===== src/rtl/hazard_scoreboard_if.sv =====
// hazard_scoreboard_if: ID-stage hazard query and pipeline-control bundle for hazard_scoreboard
interface hazard_scoreboard_if #(
    parameter int NUM_RD     = 2,
    parameter int REG_AW     = 5,
    parameter int FWD_STAGES = 3,
    parameter int SEL_W      = $clog2(FWD_STAGES + 1)
);
    logic                     id_valid;
    logic [NUM_RD-1:0]        id_rd_en;
    logic [NUM_RD*REG_AW-1:0] id_rs;
    logic                     id_we;
    logic [REG_AW-1:0]        id_wr;
    logic [SEL_W-1:0]         id_lat;
    logic                     pipe_hold;
    logic                     flush;
    logic [NUM_RD*SEL_W-1:0]  fwd_sel;
    logic                     stall_data;
    modport master (
        output id_valid, id_rd_en, id_rs, id_we, id_wr, id_lat, pipe_hold, flush,
        input  fwd_sel, stall_data
    );
    modport slave (
        input  id_valid, id_rd_en, id_rs, id_we, id_wr, id_lat, pipe_hold, flush,
        output fwd_sel, stall_data
    );
endinterface


===== src/rtl/hazard_scoreboard.sv =====
// hazard_scoreboard: tag shift register giving per-port forward select and data stall.
// Optional HAZ_PERF_CNT_EN adds saturating stall/forward performance counters.
module hazard_scoreboard #(
    parameter int  NUM_RD     = 2,
    parameter int  REG_AW     = 5,
    parameter int  FWD_STAGES = 3,
    localparam int SEL_W      = $clog2(FWD_STAGES + 1)
) (
    input logic                cpu_clk,
    input logic                cpu_rst_n,
    hazard_scoreboard_if.slave hs
`ifdef HAZ_PERF_CNT_EN
    ,
    output logic [31:0]        perf_stall_cnt,
    output logic [31:0]        perf_fwd_cnt
`endif
);
    localparam logic [SEL_W-1:0] MAX_CNT = SEL_W'(FWD_STAGES - 1);
    logic                    v   [1:FWD_STAGES];
    logic                    we  [1:FWD_STAGES];
    logic [REG_AW-1:0]       wr  [1:FWD_STAGES];
    logic [SEL_W-1:0]        cnt [1:FWD_STAGES];
    logic [NUM_RD*SEL_W-1:0] sel_c;
    logic [NUM_RD-1:0]       busy_c;
    logic [SEL_W-1:0]        lat_c;
    logic                    stall_c;
    // Scan oldest to youngest so the youngest producer's select and readiness win.
    always_comb begin
        sel_c  = '0;
        busy_c = '0;
        for (int p = 0; p < NUM_RD; p++)
            for (int k = FWD_STAGES; k >= 1; k--)
                if (hs.id_rd_en[p] && hs.id_rs[p*REG_AW +: REG_AW] != '0 && v[k] && we[k] &&
                    wr[k] == hs.id_rs[p*REG_AW +: REG_AW]) begin
                    sel_c[p*SEL_W +: SEL_W] = SEL_W'(k);
                    busy_c[p]               = cnt[k] != '0;
                end
    end
    assign lat_c         = hs.id_lat > MAX_CNT ? MAX_CNT : hs.id_lat;
    assign stall_c       = cpu_rst_n && hs.id_valid && |busy_c;
    assign hs.stall_data = stall_c;
    assign hs.fwd_sel    = cpu_rst_n ? sel_c : '0;
    always_ff @(posedge cpu_clk) begin
        if (!cpu_rst_n) begin
            for (int k = 1; k <= FWD_STAGES; k++) begin
                v[k]   <= 1'b0;
                we[k]  <= 1'b0;
                cnt[k] <= '0;
            end
        end else if (!hs.pipe_hold) begin
            for (int k = FWD_STAGES; k >= 2; k--) begin
                v[k]   <= v[k-1];
                we[k]  <= we[k-1];
                wr[k]  <= wr[k-1];
                cnt[k] <= cnt[k-1] == '0 ? '0 : cnt[k-1] - 1'b1;
            end
            v[1]   <= hs.id_valid && !stall_c && !hs.flush;
            we[1]  <= hs.id_we;
            wr[1]  <= hs.id_wr;
            cnt[1] <= lat_c;
        end
    end
`ifdef HAZ_PERF_CNT_EN
    always_ff @(posedge cpu_clk) begin
        if (!cpu_rst_n) begin
            perf_stall_cnt <= '0;
            perf_fwd_cnt   <= '0;
        end else begin
            if (stall_c && !hs.pipe_hold && ~&perf_stall_cnt)
                perf_stall_cnt <= perf_stall_cnt + 32'd1;
            if (hs.id_valid && !stall_c && !hs.pipe_hold && |sel_c && ~&perf_fwd_cnt)
                perf_fwd_cnt <= perf_fwd_cnt + 32'd1;
        end
    end
`endif
endmodule


===== src/flat_wrapper.sv =====
// flat-port wrapper written by rule: the top's interface ports become plain ports
module hazard_scoreboard_flat 
#(
    parameter int  NUM_RD     = 2,
    parameter int  REG_AW     = 5,
    parameter int  FWD_STAGES = 3,
    localparam int SEL_W      = $clog2(FWD_STAGES + 1)
)
  (cpu_clk, cpu_rst_n, hs_id_valid, hs_id_rd_en, hs_id_rs, hs_id_we, hs_id_wr, hs_id_lat, hs_pipe_hold, hs_flush, hs_fwd_sel, hs_stall_data);
  hazard_scoreboard_if #(.NUM_RD(NUM_RD), .REG_AW(REG_AW), .FWD_STAGES(FWD_STAGES)) hs_i ();
  input logic cpu_clk;
  input logic cpu_rst_n;
  input wire logic [$bits(hs_i.id_valid)-1:0] hs_id_valid;
  input wire logic [$bits(hs_i.id_rd_en)-1:0] hs_id_rd_en;
  input wire logic [$bits(hs_i.id_rs)-1:0] hs_id_rs;
  input wire logic [$bits(hs_i.id_we)-1:0] hs_id_we;
  input wire logic [$bits(hs_i.id_wr)-1:0] hs_id_wr;
  input wire logic [$bits(hs_i.id_lat)-1:0] hs_id_lat;
  input wire logic [$bits(hs_i.pipe_hold)-1:0] hs_pipe_hold;
  input wire logic [$bits(hs_i.flush)-1:0] hs_flush;
  output wire logic [$bits(hs_i.fwd_sel)-1:0] hs_fwd_sel;
  output wire logic [$bits(hs_i.stall_data)-1:0] hs_stall_data;
  assign hs_i.id_valid = hs_id_valid;
  assign hs_i.id_rd_en = hs_id_rd_en;
  assign hs_i.id_rs = hs_id_rs;
  assign hs_i.id_we = hs_id_we;
  assign hs_i.id_wr = hs_id_wr;
  assign hs_i.id_lat = hs_id_lat;
  assign hs_i.pipe_hold = hs_pipe_hold;
  assign hs_i.flush = hs_flush;
  assign hs_fwd_sel = hs_i.fwd_sel;
  assign hs_stall_data = hs_i.stall_data;
  hazard_scoreboard #(.NUM_RD(NUM_RD), .REG_AW(REG_AW), .FWD_STAGES(FWD_STAGES)) u_core (.cpu_clk(cpu_clk), .cpu_rst_n(cpu_rst_n), .hs(hs_i));
endmodule

===== config.mk =====
export PLATFORM = sky130hd
export DESIGN_NAME = hazard_scoreboard_flat
export DESIGN_NICKNAME = d
export VERILOG_FILES = /design/src/rtl/hazard_scoreboard_if.sv /design/src/rtl/hazard_scoreboard.sv /design/src/flat_wrapper.sv
export SDC_FILE = /design/constraint.sdc
export NUM_CORES = 1
export LEC_CHECK = 0
export CAP_MARGIN = 25
export CORE_UTILIZATION = 50
export DETAILED_ROUTE_END_ITERATION = 16
export PLACE_DENSITY = 0.85
export SLEW_MARGIN = 20
export SYNTH_ARGS = -nofsm -noshare
export SYNTH_HDL_FRONTEND = slang
export SYNTH_SLANG_ARGS = --single-unit
export TNS_END_PERCENT = 10

===== constraint.sdc =====
create_clock -name cpu_clk -period 1.95 [get_ports cpu_clk]
set_input_delay 0.2925 -clock cpu_clk [delete_from_list [all_inputs] [get_ports cpu_clk]]
set_output_delay 0.2925 -clock cpu_clk [all_outputs]
set_load 0.005 [all_outputs]

Word-level counts from Yosys, hierarchy flattened:

Memories as Yosys holds them, arrays and structs flattened.
Index checks and enable logic that the tools add are counted.
Widths: inputs -> output; s select.

* add/sub/neg operators: 2
* magnitude comparators: 1
* equal/unequal tests: 6
* muxes and demuxes: 29
* bitwise gates (word level): 9
* reductions and logical operators: 34

Operators with widths (count)
* $eq 5x5->1: 6
* $logic_and 1x1->1: 24
* $mux 2: 12
* $mux 1: 16
* $reduce_bool 5->1: 2
* $or 1x1->1: 9
* $reduce_bool 2->1: 3
* $logic_not 2->1: 2
* $mux 4: 1
* $sub 2x1->2 const B: 2
* $gt 2x2->1 const B: 1
* $logic_not 1->1: 2
* $reduce_or 2->1: 1

* register bits: 0
* RAM bits: 27
* input port bits: 25
* output and inout bits: 5
* logic and storage cells: 85
* memories: 4

Memories
* u_core.wr: words 3, bits a word 5, read ports 3, clocked after Yosys merged registers in 0, wr ports 3, line hazard_scoreboard.sv:21 `logic [REG_AW-1:0] wr [1:FWD_STAGES];`
* u_core.cnt: words 3, bits a word 2, read ports 3, clocked after Yosys merged registers in 0, wr ports 3, line hazard_scoreboard.sv:22 `logic [SEL_W-1:0] cnt [1:FWD_STAGES];`
* u_core.v: words 3, bits a word 1, read ports 3, clocked after Yosys merged registers in 0, wr ports 3, line hazard_scoreboard.sv:19 `logic v [1:FWD_STAGES];`
* u_core.we: words 3, bits a word 1, read ports 3, clocked after Yosys merged registers in 0, wr ports 3, line hazard_scoreboard.sv:20 `logic we [1:FWD_STAGES];`

Longest topological paths before layout:

* depth in word-level cells: 14
* gate-level depth with buffers: 6
* gate-level depth less buffers: 6

Worst setup path before layout:

No wires, ideal clock.

* path kind: flip-flop to output port
* start point: register, netlist name u_core.wr[0][16]
* end point: output port hs_stall_data
* arrival time: 1.564 ns
* required time: 1.657 ns
* slack: 0.094 ns
* stages on the path, launching flop included: 7
* buffers on the path: 0
* path through: edfxtp_1 -> xnor2_1 -> nand4_1 -> or4_4 -> nor3_1 -> o21ai_0 -> a21oi_1

RTL lines
* end, declared: line flat_wrapper.sv:22 `output wire logic [$bits(hs_i.stall_data)-1:0] hs_stall_data;`

==> results summary <==
The data arrival time of the worst path is 2.25 ns. The setup TNS came out at -2.40 ns. The pin count of the biggest net entering global routing came out at 22. The maximum count of clock buffers along a single path is 2. The total of warnings raised by yosys is 0. The max-cap violation count came out at 0. For this run, the slowest stage of the critical path takes around 0.45 ns. The largest delay contributor family on the critical path is simple AND/OR/NAND/NOR gates. After detailed routing, the total wire length is roughly 3700 um. The ratio of cells with drive above 1 in the final layout came out at 0.368. The global-route wire length before repair came out at ~5500 um. The sequential share of power came out at 0.587. The cell area after synthesis came out at 1460 um^2. Ranked by total cell area, the synthesized netlist is headed by edfxtp_1 55%, xnor2_1 17%, and2_1 3.0%, nand4_1 2.6%, nor3_1 2.4%. The clock-pin slew on the worst setup and hold paths is 0.15 ns. Among all stages on the critical path, the largest delay is contributed by edfxtp_1. Of the total power, the share spent switching nets is 0.252. The number of global-route vias before repair came out at ~1.2k. The critical path launch point type is a register. The count of pins on the block boundary is 30. The number of buffer cells added on primary ports is 29. The critical path goes through buf_4 -> xnor2_2 -> nand4_1 -> or4_4 -> buf_4 -> nand2b_1 -> and3_2 -> clkdlybuf4s15_2.

The source-to-sink clock delay at the later pin of the worst-skew pair came out at ~0.33 ns. Timing would allow up to around 0.39 GHz. The final number of max-transition violations is 0.

The buffering stage count on the worst path with inverters included came out at 3. The residual DRC count came out at 0. The average wire per standard cell came out at 16.4 um. The peak ir drop on the vdd network is around 0.7 mV.

The post-layout net count is 221. The die extent in y is about 56 um. Once routing completed, OpenROAD measured the worst setup slack at -0.589 ns. The clock share of power is 0.217. The post-synthesis to final-layout area growth came out at 51.0%. CTS built an H-tree with a depth of 1. Of the total power, combinational logic draws 0.196. TritonCTS built the clock tree. In this run the static leakage power is approximately 0.86 nW. The remaining antenna violation count after routing came out at 0. The overall routing resource usage came out at 0.231. The area of the multi-input gates came out at 717 um^2. Hold repair after CTS inserted 0 buffers. The initial core utilization is 0.530. The cell sitting at the root of the clock tree is a clkbuf_4. The number of antenna cells inserted came out at 0. The power per cell area is ~540 nW/um^2. Leaving out fill and tap cells, the most frequent cells in the layout are 39 x buf_4, 27 x edfxtp_1, 22 x xnor2_1.

The slew at the pin with the worst max-slew slack came out at 0.370 ns. The pre-CTS worst setup slack came out at -0.976 ns. The number of design-rule violations left by the first detailed-router iteration is between 40 and 50. The sum of internal, switching and leakage power came out at 1.18 mW.

The area share of the largest cell type after synthesis is 0.554. The setup clock skew after layout is 0.00468 ns. Using the TritonRoute via totals, the vias-per-cell ratio works out to approximately 5.4. Of all nets on the critical path, the largest fanout is 2.

The number of different library cells in the post-synthesis netlist came out at 27. The die outline width came out at between 50 and 60 um. Once layout is complete, the cells apart from fillers number between 200 and 250. The switching power is between 200 and 300 uW. When the netlist entered floorplanning its net count stood at between 100 and 150. The final cycle utilization of the critical path is 1.30.

The fraction of the core area covered by cells at the end of the flow is 0.801. The routed design uses approximately 170 um of met3 wire. The number of antenna violations at the first check in global routing came out at 0. The number of placed cells counting well taps came out at 213.

At the end of routability-driven placement, the weighted congestion stood at around 0.83. The sequential share of the synthesized area came out at 0.554. Setup violations remaining at the end of the flow were counted as 6. The number of core rows came out at 19. The average cell area after synthesis is roughly 12 um^2. The kind of end point of the critical path is a primary output. The cell count after synthesis is about 120. After filler insertion, the fill cell instance count of the layout stands at ~170. The data required time of the worst path came out at 1.66 ns. Setup repair after global routing could not meet its margin everywhere. The run finished, with violations left. The area enclosed by the die boundary came out at 3150 um^2.

Among the stages of the critical path, the cell type that occurs most often is buf_4. The highest layer touched by signal routing is met4. The area of the placeable core came out at approximately 2800 um^2. The min-delay analysis places its worst path in the category in2reg. The total internal power came out at 886 uW. In this run, synthesis produced a sequential element count of 27. The worst setup path category is reg2out. Clock tree synthesis found a total of 27 sinks. Leaving out fill and tap cells, the most frequent cell in the layout is buf_4. The leftover overflow at the end of global routing came out at 0. The final number of hold-violating endpoints came to 0. The via count is 1199.

The first TritonRoute pass finished after 4 iterations. The worst slew slack as a fraction of its limit came out at 0.753. TritonCTS created 3 clock buffers.

Of all cell types, the one taking the most synthesized area is edfxtp_1. The wire length the detailed router placed on met1 is 1620 um. The final reports fail on negative setup slack.

The flip-flop and latch area came out at about 800 um^2. Once detailed placement completed, the half-perimeter wirelength came to around 2700 um. The shortest period the worst path allows came out at approximately 2.5 ns. The met2 wirelength from detailed routing is 1840 um.
[routing by layer]
metal  vias to the layer above  GRT usage
met5                         -          0
met4                         0     0.0627
met3                         6     0.0395
met2                        33      0.393
met1                       575      0.306
li1                        585          -
[cells in the mapped netlist]
cell and count:
nor3_2 1, nand2b_1 2, or4_1 2, edfxtp_1 27
or3_4 1, nor2_1 1, ha_1 2, or3_2 2
o21ai_2 2, xor2_1 2, and3_2 1, and3_1 1
nor4_1 2, xnor2_1 28, a21boi_0 1, or4_4 1
a21oi_1 3, nor3b_1 1, nor3_1 7, o2111a_1 1
inv_1 6, o21ai_0 2, nand3_1 4, and2_1 7
nand4_1 6, nand2_1 5, nor3b_2 1
[area by class of cell]
type,count,share of cell area
Timing Repair Buffer,70,0.267
Multi-Input combinational cell,86,0.325
Clock buffer,3,0.0102
Tap cell,31,0.0176
Clock inverter,1,0.00340
Sequential cell,27,0.367
Inverter,6,0.0102
[per-stage QoR]
step                      hold slack (ns)  cell area (um^2)
after floorplan                     0.391              1460
after global placement              0.506              2060
after detailed placement            0.515              2060
after CTS                           0.499              2170
after global routing                0.507              2210
final                               0.506              2210
[sequential cells by signal, indices dropped and copies added (netlist names)]
name and cells:
u_core.wr 15, u_core.we 3, u_core.cnt 6, u_core.v 3
[worst reg2reg max path, cell delays in order (launching register included)]
cell	delay (ns)
edfxtp_1	0.45
buf_4	0.16
xnor2_2	0.15
nand4_1	0.13
or4_4	0.44
nor3_2	0.15
o21ai_1	0.11
and3_1	0.21
[what timing repair did]
action,in CTS,in global routing
gates resized for setup,43,4
endpoints found under the setup margin,6,6
pin swaps,16,5
setup buffers,6,1
[power groups by stage]
stage	logic [mW]	registers (mW)	clock network, mW
floorplan	0.0838	0.704	0
global placement	0.207	0.706	0
detailed placement	0.215	0.710	0
CTS	0.224	0.695	0.265
global route	0.247	0.698	0.279
finish	0.232	0.696	0.257
[cell families (layout without fill, tap and decap cells)]
family / count (synthesis) / in the layout / synth area share
AO/OA/AOI/OAI: 9 / 9 / 0.0419
XOR/XNOR: 30 / 30 / 0.180
adder cells (fa/ha/maj): 2 / 2 / 0.0171
buffers and inverters: 6 / 80 / 0.0154
flip-flops: 27 / 27 / 0.554
AND/OR/NAND/NOR: 45 / 45 / 0.192
[path summary, 6_finish.rpt]
| path | startpoint | cells past startpoint | to | slack [ns] |
|---|---|---|---|---|
| setup / recovery | u_core.wr[0][18] | 8 | hs_fwd_sel[3] | -0.59 |
| setup reg to reg | u_core.wr[0][18] | 7 | u_core.v[0][1] | -0.07 |
| hold / removal | hs_id_wr[2] | 1 | u_core.wr[0][7] | 0.51 |
| hold reg to reg | u_core.wr[0][6] | 0 | u_core.wr[0][11] | 0.55 |
Note: power is estimated with default switching activity, not from simulation.
